## config.mk

```make
export PLATFORM = sky130hd
export DESIGN_NAME = c880_query_harness
export DESIGN_NICKNAME = d
export VERILOG_FILES = /design/src/rtl/c880_harness_pkg.sv /design/src/rtl/c880_query_harness_sat_counter.sv /design/src/rtl/c880_query_harness.sv
export SDC_FILE = /design/constraint.sdc
export NUM_CORES = 1
export LEC_CHECK = 0
export ABC_AREA = 0
export BUFFER_PORTS_ARGS = -buffer_cell sky130_fd_sc_hd__buf_2
export CAP_MARGIN = 20
export CORE_AREA = 5 5 135 137
export DETAILED_ROUTE_END_ITERATION = 8
export DIE_AREA = 0 0 140 142
export HOLD_SLACK_MARGIN = 0.12
export PLACE_DENSITY = 0.75
export SYNTH_ARGS = -nofsm -noshare
export SYNTH_HDL_FRONTEND = slang
export SYNTH_SLANG_ARGS = --single-unit
```

## constraint.sdc

```tcl
create_clock -name CK -period 2.2 [get_ports CK]
set_input_delay 0.44 -clock CK [delete_from_list [all_inputs] [get_ports CK]]
set_output_delay 0.44 -clock CK [all_outputs]
set_load 0.01 [all_outputs]
```

## src/rtl/c880_harness_pkg.sv

```systemverilog
// Shared widths, limits and FSM state encodings for the c880 query harness.
package c880_harness_pkg;
   localparam int DEF_IN_W   = 60;
   localparam int DEF_OUT_W  = 26;
   localparam int SETTLE_MAX = 15;
   localparam int WAIT_W     = 4;

   typedef logic [1:0] state_t;

   localparam state_t ST_IDLE = 2'd0;
   localparam state_t ST_WAIT = 2'd1;
   localparam state_t ST_RESP = 2'd2;
endpackage

```

## src/rtl/c880_query_harness_sat_counter.sv

```systemverilog
// Statistic counter with synchronous clear; wraps or saturates at all-ones.
module harness_sat_counter #(
   parameter int CNT_W    = 16,
   parameter bit SATURATE = 1'b0
) (
   input  logic             CK,
   input  logic             RST_N,
   input  logic             inc_i,
   input  logic             clr_i,
   output logic [CNT_W-1:0] cnt_o
);
   logic [CNT_W-1:0] cnt_q, cnt_d;

   always_comb begin
      cnt_d = cnt_q;
      // Clear has priority over a coincident increment.
      if (clr_i)
         cnt_d = '0;
      else if (inc_i && !(SATURATE && (cnt_q == {CNT_W{1'b1}})))
         cnt_d = cnt_q + {{(CNT_W-1){1'b0}}, 1'b1};
   end

   always_ff @(posedge CK) begin
      if (!RST_N) cnt_q <= '0;
      else        cnt_q <= cnt_d;
   end

   assign cnt_o = cnt_q;
endmodule

```

## src/rtl/c880_query_harness.sv

```systemverilog
// Query harness around a c880-class combinational block: apply pattern, settle, capture, respond.
//   state   | meaning
//   IDLE    | ready for a query; dut_pi holds the last pattern
//   WAIT    | pattern applied, counting down the settle time
//   RESP    | response captured, held until rsp_ready
module c880_query_harness
   import c880_harness_pkg::*;
#(
   parameter int IN_W   = DEF_IN_W,
   parameter int OUT_W  = DEF_OUT_W,
   parameter int SETTLE = 2,
   parameter int CNT_W  = 16
) (
   input  logic             CK,
   input  logic             RST_N,
   input  logic             req_valid,
   output logic             req_ready,
   input  logic [IN_W-1:0]  req_pattern,
   input  logic [OUT_W-1:0] req_expect,
   input  logic             req_chk,
   output logic [IN_W-1:0]  dut_pi,
   input  logic [OUT_W-1:0] dut_po,
   output logic             rsp_valid,
   input  logic             rsp_ready,
   output logic [IN_W-1:0]  rsp_pattern,
   output logic [OUT_W-1:0] rsp_response,
   output logic             rsp_mismatch,
   output logic             busy,
   input  logic             clr_stats,
   output logic [CNT_W-1:0] query_cnt,
   output logic [CNT_W-1:0] mismatch_cnt
);
   generate
      if ((SETTLE < 1) || (SETTLE > SETTLE_MAX)) begin : g_bad_settle
         $error("c880_query_harness: SETTLE must be within 1..15");
      end
   endgenerate

   state_t             state_q, state_d;
   logic [WAIT_W-1:0]  wait_q, wait_d;
   logic [IN_W-1:0]    pi_q, pi_d, rpat_q, rpat_d;
   logic [OUT_W-1:0]   exp_q, exp_d, resp_q, resp_d;
   logic               chk_q, chk_d, mis_q, mis_d;
   logic               mis_now, cap_mis, rsp_hs;

   assign mis_now = chk_q && (dut_po != exp_q);

   always_comb begin
      state_d = state_q;
      wait_d  = wait_q;
      pi_d    = pi_q;
      exp_d   = exp_q;
      chk_d   = chk_q;
      rpat_d  = rpat_q;
      resp_d  = resp_q;
      mis_d   = mis_q;
      cap_mis = 1'b0;
      rsp_hs  = 1'b0;
      case (state_q)
         ST_IDLE: begin
            if (req_valid) begin
               pi_d    = req_pattern;
               exp_d   = req_expect;
               chk_d   = req_chk;
               wait_d  = WAIT_W'(SETTLE - 1);
               state_d = ST_WAIT;
            end
         end
         ST_WAIT: begin
            if (wait_q != '0) begin
               wait_d = wait_q - WAIT_W'(1);
            end else begin
               // dut_po is only looked at on this edge; earlier glitches never land.
               resp_d  = dut_po;
               rpat_d  = pi_q;
               mis_d   = mis_now;
               cap_mis = mis_now;
               state_d = ST_RESP;
            end
         end
         ST_RESP: begin
            if (rsp_ready) begin
               rsp_hs  = 1'b1;
               state_d = ST_IDLE;
            end
         end
         default: state_d = ST_IDLE;
      endcase
   end

   always_ff @(posedge CK) begin
      if (!RST_N) begin
         state_q <= ST_IDLE;
         wait_q  <= '0;
         pi_q    <= '0;
         exp_q   <= '0;
         chk_q   <= 1'b0;
         rpat_q  <= '0;
         resp_q  <= '0;
         mis_q   <= 1'b0;
      end else begin
         state_q <= state_d;
         wait_q  <= wait_d;
         pi_q    <= pi_d;
         exp_q   <= exp_d;
         chk_q   <= chk_d;
         rpat_q  <= rpat_d;
         resp_q  <= resp_d;
         mis_q   <= mis_d;
      end
   end

   harness_sat_counter #(.CNT_W(CNT_W), .SATURATE(1'b0)) u_query_cnt (
      .CK(CK), .RST_N(RST_N), .inc_i(rsp_hs), .clr_i(clr_stats), .cnt_o(query_cnt)
   );

   harness_sat_counter #(.CNT_W(CNT_W), .SATURATE(1'b1)) u_mismatch_cnt (
      .CK(CK), .RST_N(RST_N), .inc_i(cap_mis), .clr_i(clr_stats), .cnt_o(mismatch_cnt)
   );

   assign req_ready    = (state_q == ST_IDLE);
   assign rsp_valid    = (state_q == ST_RESP);
   assign busy         = (state_q != ST_IDLE);
   assign dut_pi       = pi_q;
   assign rsp_pattern  = rpat_q;
   assign rsp_response = resp_q;
   assign rsp_mismatch = mis_q;
endmodule

```

# Yosys cells after proc, flatten, opt, wreduce, memory -nomap -nowiden
# Cells that the tools add are included.
# totals
reg_bits	212
input_bits	118
out_inout_bits	182
elab_cells	46
# op_classes
addsub	3
eq_ne	8
muxes	11
n_bitwise	2
reduce_logical	12
# ops
op	n
adder 16 x 1 -> 16 bit (second input constant)	2
inequality test 26 bit	1
== test 16 bit (second input constant)	1
2-to-1 mux 4 bit	2
one-hot mux 4 bit (2 select lines)	1
2-to-1 mux 2 bit	3
inequality test 2 bit (second input constant)	3
one-hot mux 2 bit (3 select lines)	1
AND reduction 3 bit	2
2-to-1 mux 1 bit	4
AND reduction 2 bit	2
nonzero test 2 bit	2
nonzero test 4 bit	1
subtractor 4 x 1 -> 4 bit (second input constant)	1
== test 2 x 1 -> 1 bit (second input constant)	1
== test 2 bit (second input constant)	1
logical AND 1 bit	2
zero test 2 bit	1
inequality test 2 x 1 -> 1 bit (second input constant)	1
NOT 1 bit	2
OR reduction 2 bit	1
zero test 1 bit	1

# Depth between registers and ports, before layout
# Gate-level depths: netlist of run 1.
# logic_depth
word_depth	5
depth_mapped	9

# Modules after synthesis
# A second synthesis of run 1 with hierarchy kept.
# hier_totals
cells_unflattened	1011
area_unflattened_um2	8144.1
# by_module_without_submodules
mod	instances	cells_each	area_per_inst_um2
c880_query_harness	1	833	6581.3
harness_sat_counter (u_mismatch_cnt)	1	96	854.6
harness_sat_counter (u_query_cnt)	1	82	708.2

# Worst setup path before layout of run 1
# Ideal clock, no wire load.
# synth_path
path_type	reg2reg
from	register u_mismatch_cnt.cnt_q[0], in the netlist u_mismatch_cnt.cnt_o[0]
to	register u_mismatch_cnt.cnt_q[14], in the netlist u_mismatch_cnt.cnt_o[14]
setup_time_ns	0.070
arrival_ns	1.726
t_required_ns	2.130
slack_ns	0.403
path_stages_with_launch	7
n_path_buf	0
period_less_slack_ns	1.797
path_cell_list	dfxtp_1 -> ha_1 -> nand4_1 -> and2b_4 -> nand2b_4 -> or4_1 -> a21oi_1
# synth_via
elab_chain_cells	3
word_cells_on_any_way	4
# synth_rtl
item	line	rtl
start, declared	c880_query_harness_sat_counter.sv:12	logic [CNT_W-1:0] cnt_q, cnt_d;
start signal, assigned	c880_query_harness_sat_counter.sv:25	else cnt_q <= cnt_d;
branches (longest 3 deep; another with adder 16 x 1 -> 16 bit)	--	
# Several ways; the timed one is not identified.
# A chain may end at the register's enable or synchronous reset.

# Worst setup path after layout of run 1
# layout_path
from	register wait_q[0]
to	register u_mismatch_cnt.cnt_q[7], in the netlist u_mismatch_cnt.cnt_o[7]
# layout_via
elab_chain_cells	4
# layout_rtl
item	line	rtl
start, declared	c880_query_harness.sv:40	logic [WAIT_W-1:0] wait_q, wait_d;
start signal, assigned	c880_query_harness.sv:103	wait_q <= wait_d;
nonzero test 4 bit	c880_query_harness.sv:70	if (wait_q != '0) begin
2-to-1 mux 1 bit	c880_query_harness.sv:70	
2-to-1 mux 1 bit	c880_query_harness.sv:59	case (state_q)
logical AND 1 bit	c880_query_harness_sat_counter.sv:19	else if (inc_i && !(SATURATE && (cnt_q == {CNT_W{1'b1}})))
# No other way between the ends.

==> results of run 1 <==
==> cells in the mapped netlist (all sizes together), types with 3 or more instances <==
cell    number  area share [%]
a21oi      186              12
a31o         3            0.32
and2         3            0.23
and3         5            0.39
buf         13            0.82
clkbuf      50             2.3
dfxtp      212              52
ha           4            0.62
inv          9            0.42
mux2i        4            0.49
nand2      373              17
nand2b       3            0.32
nand3        9            0.56
nand4        9             1.1
nor2        33             1.5
nor2b        3            0.23
nor3         8            0.49
nor4        10            0.77
o21ai        7            0.48
o31ai        3            0.28
or2          3            0.23
or3          6            0.48
or4          3            0.28
xnor2        4            0.43
xor2        36             3.9
==> registers in the layout (all words and copies together) (netlist names) <==
name and count:
chk_q 1, dut_pi 60, exp_q 26, rsp_mismatch 1
rsp_pattern 60, rsp_response 26, state_q 2, u_mismatch_cnt.cnt_o 16
u_query_cnt.cnt_o 16, wait_q 4
==> routing by layer <==
layer	GRT usage, %	routed length, um	vias up
li1	-	-	3899
met1	28.0	9640	3590
met2	39.0	11600	261
met3	5.81	1970	64
met4	8.31	794	2
met5	0	13	-
==> critical path, delay by kind of cell, from the launching register on <==
| kind | cells | cell delay (ns) |
|---|---|---|
| flops | 1 | 0.31 |
| simple gates | 3 | 0.77 |
| buf+inv | 2 | 0.28 |
| compound gates | 2 | 0.34 |
| fa+ha+maj | 1 | 0.16 |
==> power groups by stage <==
stage	Combinational, uW	Clock, uW	Sequential [uW]
5_1_grt	1210	3790	4170
3_5_place_dp	1090	0	4230
4_1_cts	1100	3600	4150
3_3_place_gp	1080	0	4230
6_report	1090	3540	4150
2_1_floorplan	539	0	4290
==> worst min path at each step <==
stage | slack, ns | from | to | depth (start not counted)
floorplan | 0.45 | exp_q[0]$_SDFFE_PN0P_ | exp_q[0]$_SDFFE_PN0P_ | 2
global placement | 0.44 | rsp_pattern[58]$_SDFFE_PN0P_ | rsp_pattern[58]$_SDFFE_PN0P_ | 2
detailed placement | 0.44 | rsp_pattern[14]$_SDFFE_PN0P_ | rsp_pattern[14]$_SDFFE_PN0P_ | 2
CTS | 0.16 | req_expect[13] | exp_q[13]$_SDFFE_PN0P_ | 3
global route | 0.17 | req_expect[25] | exp_q[25]$_SDFFE_PN0P_ | 3
finish | 0.17 | req_pattern[50] | dut_pi[50]$_SDFFE_PN0P_ | 3
==> cells by family after synthesis <==
logic type               after synthesis  share of synthesized area (%)
AND/OR/NAND/NOR                      475                           24.9
flip-flops                           212                           52.5
AO/OA/AOI/OAI                        209                           13.6
buffers and inverters                 72                           3.56
XOR/XNOR                              40                           4.33
multiplexers                           4                          0.495
adder cells (fa/ha/maj)                4                          0.619
==> cell usage in the layout (no fill, tap or decap), drive strengths merged, types with 5 or more instances in the layout <==
master and count:
buf 314, nand2 373, xor2 36, nor4 10, nor2 33, a21oi 186
and3 5, o21ai 7, dfxtp 212, or3 6, clkbuf 35, nor3 8
nand4 9, nand3 9, inv 10
==> area by class of cell <==
class | count | area share [%]
Clock inverter | 5 | 0.322
Multi-Input combinational cell | 732 | 34.0
Antenna cell | 2 | 0.0477
Inverter | 9 | 0.346
Clock buffer | 35 | 6.20
Timing Repair Buffer | 314 | 15.9
Sequential cell | 212 | 40.4
Tap cell | 225 | 2.68
==> per-stage QoR <==
step           worst slack [ns]  cell area, um2
2_1_floorplan             0.403            8090
3_5_place_dp            -0.0135            9810
4_1_cts                   0.228           10500
5_1_grt                  0.0160           10500
3_3_place_gp             0.0203            9810
6_report                  0.230           10500
==> flow_summary.yaml, run 1 <==
timing:
  skew_ns: 0.0142
  finalHoldViolCount: 0
  relSlewSlack_pct: 52.2
  grt_setup_unrepaired: "no"
  holdWs_ns: 0.174
  maxSlewViolCount: 0
  tightest_slew_ns: 0.717
  setup_violations: 0
  tns_ns: 0
  post-route-min-period_ns: 1.97
  fmax_mhz: 508
  fin_crit_sh_pct: 89.5
cts:
  clk_path_buf_depth: 3
  cts.sinks: 212
  clk_latency_ns: 0.50
  clockRootBuffer: "clkbuf_16"
  cts_tree: "done"
  cts_resized: 0
  cts.clk_slew.worst_paths_ns: 0.06
  post_cts_buffers: 0
  hold_buffers: 0
  htreeDepth: 1
  cts_inserted_buffers: 23
global_routing:
  grt_overflow_total: 0
  grt_max_degree: 153
  grt_pass1_wl_um: 37800
  grt_pass1_vias: 7489
  antenna_found_initial: 2
  track_usage_pct: 22.8
cells_and_area:
  layout.nets: 1414
  finish.utilization_pct: 62.0
  multi_input_area_um2: 3570
  area_delta_synth_final_pct: 29.7
  final_cell_count_no_fill: 1534
  seq_area_um2: 4240
  drive_above_1_share_pct: 27.9
  nFillCells: 1569
floorplanning:
  ios: 300
  dieHeight_um: 142
  die-width_um: 140
  rows: 48
  dieArea_um2: 19900
  fp.coreArea_um2: 16900
  initial_core_util_pct: 47.8
synth:
  ys_seq_area_share_pct: 52.5
  yosys_warnings: 0
  synth-async-reset-ratio_pct: 0
  syn-num-nets: 1138
  synth_edf_count: 0
  ys_types: 47
  synthCells: 1016
  ys_ff_latch: 212
  ys.flop_type: "dfxtp_1"
  synthesis.area_um2: 8090
  syn_area_per_cell_um2: 7.96
run:
  max_cap_viol_count: 0
route:
  vias: 7816
  drtPass1Iterations: 5
  postRouteAntennaNets: 0
  routed_wl_um: 24000
  routed_via_density: 5.10
  drt-initial-drc-count: 417
  drc: 0
  wl_per_cell_um: 15.7
power:
  leakage_uw: 0.00466
  p_seq_share_pct: 47.2
  p_sw_uw: 2320
  powerDensity_nw_per_um2: 837
  clkPwrFrac_pct: 40.3
  p_total_uw: 8790
  p_int_uw: 6470
  vdd_drop_max_uv: 539
  power_frac_comb_pct: 12.4
  switching_share_pct: 26.4
setup_path:
  r2r-start: "wait_q[0]$_SDFFE_PN0P_"
  arrival_ns: 2.36
  slowest_delay_ns: 0.44
  reg2reg_depth: 8
  cpMaxStageDelayCell: "nor4_1"
  end_kind: "flop"
  cp-startpoint: "wait_q[0]$_SDFFE_PN0P_"
  criticalPathCategory: "flop to flop"
  crit_required_ns: 2.59
  rrSetupSlack_ns: 0.23
  cp-start-kind: "flop"
  crit_fanout: 16
  r2r-end: "u_mismatch_cnt.cnt_o[7]$_SDFFE_PP0P_"
  crit_path_cell_trace: "inv_1 > ha_1 > nor3b_2 > buf_4 > nand2_4 > nor4_1 > a21oi_1 > a31o_2"
  endpoint: "u_mismatch_cnt.cnt_o[7]$_SDFFE_PP0P_"
min_path:
  min_path_type: "input pin to flop"
placed_design:
  place_congestion: 0.837
  dp_hpwl_um: 16400
  dp.cells: 1492
  port_buffers: 299
status:
  outcome: "completed"
No activity file was read; power rests on OpenSTA's default activity.
==> run 2: changes to the inputs <==
--- a/config.mk
+++ b/config.mk
@@ -8,11 +8,12 @@
 export ABC_AREA = 0
 export BUFFER_PORTS_ARGS = -buffer_cell sky130_fd_sc_hd__buf_2
 export CAP_MARGIN = 20
-export CORE_AREA = 5 5 135 137
+export CORE_AREA = 5 5 132 134
+export CTS_BUF_LIST = sky130_fd_sc_hd__clkbuf_2 sky130_fd_sc_hd__clkbuf_4 sky130_fd_sc_hd__clkbuf_8
 export DETAILED_ROUTE_END_ITERATION = 8
-export DIE_AREA = 0 0 140 142
+export DIE_AREA = 0 0 137 139
 export HOLD_SLACK_MARGIN = 0.12
-export PLACE_DENSITY = 0.75
+export PLACE_DENSITY = 0.79
 export SYNTH_ARGS = -nofsm -noshare
 export SYNTH_HDL_FRONTEND = slang
 export SYNTH_SLANG_ARGS = --single-unit
==> constraint.sdc (replaced) <==
create_clock -name CK -period 2.2 [get_ports CK]
set_input_delay 0.44 -clock CK [delete_from_list [all_inputs] [get_ports CK]]
set_output_delay 0.44 -clock CK [all_outputs]
set_load 0.1 [all_outputs]
==> flow_summary.yaml, run 2 (synthesized netlist as in run 1, its figures left out) <==
timing:
  setup_violations: 0
  tightest_slew_ns: 0.771
  skew_ns: 0.0268
  grt_setup_unrepaired: "no"
  fin_crit_sh_pct: 93.0
  maxSlewViolCount: 0
  post-route-min-period_ns: 2.05
  holdWs_ns: 0.159
  finalHoldViolCount: 0
  tns_ns: 0
  relSlewSlack_pct: 48.6
  fmax_mhz: 489
cells_and_area:
  nFillCells: 1351
  layout_commonest_cell: "nand2_1"
  area_delta_synth_final_pct: 31.7
  layout_common_cells: "371 x nand2_1, 299 x buf_2, 193 x dfxtp_1"
  fin_area_um2: 10700
  finish.utilization_pct: 65.9
  drive_above_1_share_pct: 31.5
  layout.nets: 1427
setup_path:
  criticalPathCategory: "flop to flop"
  r2r-start: "exp_q[19]$_SDFFE_PN0P_"
  crit_fanout: 12
  cp-start-kind: "flop"
  crit_required_ns: 2.57
  rrSetupSlack_ns: 0.15
  r2r-end: "u_mismatch_cnt.cnt_o[0]$_SDFFE_PP0P_"
  end_kind: "flop"
  reg2reg_depth: 6
  arrival_ns: 2.42
route:
  wl_per_cell_um: 15.5
  routed_via_density: 5.08
  highest_layer: "met5"
  wl_met2_um: 11500
  routed_wl_um: 24000
  drt-initial-drc-count: 413
  wl_met3_um: 2140
  drtPass1Iterations: 4
  postRouteAntennaNets: 0
  vias: 7892
  wl_met1_um: 9540
  drc: 0
placed_design:
  port_buffers: 299
  dp_hpwl_um: 16800
  place_congestion: 0.873
  placed_area_um2: 9850
global_routing:
  track_usage_pct: 24.1
  grt_overflow_total: 0
  antenna_found_initial: 2
  grt_max_degree: 157
  grt_pass1_vias: 7555
  grt_pass1_wl_um: 37400
cts:
  clk_path_buf_depth: 3
  hold_buffers: 0
  clockRootBuffer: "clkbuf_8"
  cts_resized: 0
  htreeDepth: 2
  cts_tree: "done"
  post_cts_buffers: 0
  cts.sinks: 212
  cts_inserted_buffers: 36
  cts.clk_slew.worst_paths_ns: 0.06
  clk_latency_ns: 0.51
power:
  vdd_drop_max_uv: 635
  leakage_uw: 0.00478
  p_seq_share_pct: 41.1
  power_frac_comb_pct: 20.8
  p_int_uw: 6740
  clkPwrFrac_pct: 38.1
  p_sw_uw: 3370
  powerDensity_nw_per_um2: 949
  switching_share_pct: 33.3
floorplanning:
  initial_core_util_pct: 50.0
  fp.coreArea_um2: 16200
  ios: 300
  die-width_um: 137
  dieHeight_um: 139
  dieArea_um2: 19000
  rows: 47
min_path:
  min_from: "req_expect[0]"
  holdPathEnd: "exp_q[0]$_SDFFE_PN0P_"
  min_path_type: "input pin to flop"
  whs_path_depth: 3
run:
  max_cap_viol_count: 0
status:
  outcome: "completed"
[run 2: how the worst max path moves through the flow]
stage	from	to	slack, ns	cells past startpoint
floorplan	u_query_cnt.cnt_o[2]$_SDFFE_PP0P_	u_query_cnt.cnt_o[13]$_SDFFE_PP0P_	0.14	5
global placement	dut_po[19]	u_mismatch_cnt.cnt_o[0]$_SDFFE_PP0P_	-0.02	7
detailed placement	dut_po[19]	u_mismatch_cnt.cnt_o[1]$_SDFFE_PP0P_	-0.03	7
CTS	state_q[1]$_SDFFE_PN0P_	req_ready	0.14	2
global route	exp_q[19]$_SDFFE_PN0P_	u_mismatch_cnt.cnt_o[0]$_SDFFE_PP0P_	0.04	6
finish	exp_q[19]$_SDFFE_PN0P_	u_mismatch_cnt.cnt_o[0]$_SDFFE_PP0P_	0.15	6
[run 2: power by group through the flow]
stage / sequential [uW] / clock [uW] / combinational (uW)
finish: 4150 / 3850 / 2100
global route: 4180 / 4150 / 2220
CTS: 4160 / 3920 / 2110
detailed placement: 4240 / 0 / 2110
global placement: 4230 / 0 / 2090
floorplan: 5240 / 0 / 596
[run 2: area by class of cell]
type                            instances  area, um2  area share [%]
Timing Repair Buffer                  314       1680            15.8
Tap cell                              220        275            2.58
Sequential cell                       212       4270            40.0
Multi-Input combinational cell        732       3590            33.7
Antenna cell                            1       2.50          0.0235
Clock inverter                          6       83.8           0.787
Inverter                                9       36.3           0.340
Clock buffer                           59        718            6.74
[run 2: worst max-delay path: stages, from the launching register on]
cell and delay [ns]:
dfxtp_1 0.32, xor2_1 0.14, nor4_1 0.45, nand3_1 0.21, or2_1 0.42, nor3b_1 0.24
mux2i_1 0.12
[run 2: stage by stage]
step	instances	total power (uW)	worst slack (ns)
after CTS	1552	10200	0.137
final	1553	10100	0.154
after global placement	1487	6320	-0.0200
after detailed placement	1487	6340	-0.0278
after global routing	1553	10500	0.0353
after floorplan	1016	5830	0.139
[run 2: routing by layer]
metal | vias to the layer above | global-route usage (%)
li1 | 3920 | -
met1 | 3623 | 28.4
met2 | 288 | 40.3
met3 | 59 | 8.02
met4 | 2 | 9.30
met5 | - | 0
==> run 3: changes to the inputs <==
--- a/config.mk
+++ b/config.mk
@@ -8,12 +8,13 @@
 export ABC_AREA = 0
 export BUFFER_PORTS_ARGS = -buffer_cell sky130_fd_sc_hd__buf_2
 export CAP_MARGIN = 20
-export CORE_AREA = 5 5 132 134
+export CORE_AREA = 5 5 152 118
 export CTS_BUF_LIST = sky130_fd_sc_hd__clkbuf_2 sky130_fd_sc_hd__clkbuf_4 sky130_fd_sc_hd__clkbuf_8
 export DETAILED_ROUTE_END_ITERATION = 8
-export DIE_AREA = 0 0 137 139
+export DIE_AREA = 0 0 157 123
 export HOLD_SLACK_MARGIN = 0.12
-export PLACE_DENSITY = 0.79
+export PLACE_DENSITY = 0.78
+export RECOVER_POWER = 50
 export SYNTH_ARGS = -nofsm -noshare
 export SYNTH_HDL_FRONTEND = slang
 export SYNTH_SLANG_ARGS = --single-unit
==> flow_summary.yaml, run 3 (synthesized netlist as in run 1, its figures left out) <==
cts:
  hold_buffers: 0
  clk_latency_ns: 0.48
  post_cts_buffers: 0
  clk_path_buf_depth: 3
  cts_tree: "done"
  cts.sinks: 212
  htreeDepth: 2
  cts.clk_slew.worst_paths_ns: 0.07
  cts_inserted_buffers: 34
  cts_resized: 0
  clockRootBuffer: "clkbuf_8"
cells_and_area:
  area_delta_synth_final_pct: 30.2
  layout_commonest_cell: "nand2_1"
  layout_common_cells: "371 x nand2_1, 206 x buf_2, 193 x dfxtp_1"
  nFillCells: 1423
  drive_above_1_share_pct: 31.0
  layout.nets: 1426
floorplanning:
  ios: 300
  initial_core_util_pct: 49.4
  dieArea_um2: 19300
  die-width_um: 157
  rows: 41
  fp.coreArea_um2: 16400
  dieHeight_um: 123
setup_path:
  arrival_ns: 1.54
  path_buf_inv: 1
  crit_fanout: 5
  criticalPathCategory: "flop to output pin"
  slowest_delay_ns: 0.45
  cpMaxStageDelayCell: "buf_2"
  crit_path_cell_trace: "nor2b_2 > buf_2"
  end_kind: "output pin"
  cp-start-kind: "flop"
  crit_required_ns: 1.76
  critPathTopFamily: "buffers and inverters"
run:
  max_cap_viol_count: 0
timing:
  grt_setup_unrepaired: "no"
  tightest_slew_ns: 0.878
  skew_ns: 0.0116
  maxSlewViolCount: 0
  fmax_mhz: 504
  setup_violations: 0
  fin_crit_sh_pct: 90.2
  finalHoldViolCount: 0
  tns_ns: 0
  post-route-min-period_ns: 1.98
  relSlewSlack_pct: 41.5
  holdWs_ns: 0.191
global_routing:
  grt_overflow_total: 0
  grt_max_degree: 179
  antenna_found_initial: 1
  grt_pass1_wl_um: 36600
  track_usage_pct: 23.0
  grt_pass1_vias: 7490
route:
  drtPass1Iterations: 5
  drc: 0
  vias: 7882
  routed_wl_um: 23400
  drt-initial-drc-count: 595
  postRouteAntennaNets: 0
  wl_per_cell_um: 15.2
  routed_via_density: 5.11
placed_design:
  place_congestion: 0.825
  port_buffers: 299
  dp_hpwl_um: 16300
power:
  vdd_drop_max_uv: 621
  powerDensity_nw_per_um2: 931
  leakage_uw: 0.00464
min_path:
  min_path_type: "input pin to flop"
status:
  outcome: "completed"
## run 3: metrics by stage
stage / setup WS (ns) / instances / area, um2 / total power (uW) / util (%)
finish: 0.216 / 1542 / 10500 / 9810 / 64.4
CTS: 0.195 / 1541 / 10600 / 9910 / 64.5
floorplan: 0.139 / 1016 / 8120 / 5830 / -
global placement: 0.0731 / 1483 / 9830 / 6300 / 60.0
detailed placement: 0.0537 / 1483 / 9830 / 6320 / 60.0
global route: 0.0505 / 1541 / 10500 / 10200 / 64.4
## run 3: where the power goes
part | internal, uW | switching [uW] | leakage [uW]
combinational | 377 | 1690 | 0.00251
clock | 2120 | 1470 | 0.000392
sequential | 4030 | 127 | 0.00173
## run 3: worst paths after layout
kind,from,to,slack (ns),depth (start not counted)
max reg2reg,wait_q[0]$_SDFFE_PN0P_,u_mismatch_cnt.cnt_o[6]$_SDFFE_PP0P_,0.24,8
min reg2reg,rsp_response[20]$_SDFFE_PN0P_,rsp_response[20]$_SDFFE_PN0P_,0.45,2
max,state_q[1]$_SDFFE_PN0P_,rsp_valid,0.22,2
min,req_pattern[59],dut_pi[59]$_SDFFE_PN0P_,0.19,3
## run 3: layout make-up
cell class / instances / area (um2) / share of cell area (%)
timing repair buffer: 315 / 1640 / 15.6
multi-input combinational: 732 / 3580 / 34.0
antenna: 1 / 2.50 / 0.0238
clock buffer: 56 / 702 / 6.66
clock inverter: 2 / 35.0 / 0.333
sequential: 212 / 4270 / 40.5
inverter: 9 / 36.3 / 0.344
tap: 215 / 269 / 2.55
## run 3: per-layer routing
| layer | wire (um) | GRT usage, % | up-vias | share of wire [%] |
|---|---|---|---|---|
| met1 | 9720 | 29.4 | 3624 | 42 |
| met2 | 10900 | 38.0 | 298 | 47 |
| met4 | 441 | 6.29 | 2 | 1.9 |
| li1 | - | - | 3920 | - |
| met5 | 11 | 0 | - | 0.047 |
| met3 | 2330 | 7.17 | 38 | 10 |
## run 3: worst min-delay path, stage by stage
cell     delay (ns)
buf_2          0.10
nand2_1        0.04
a21oi_1        0.05
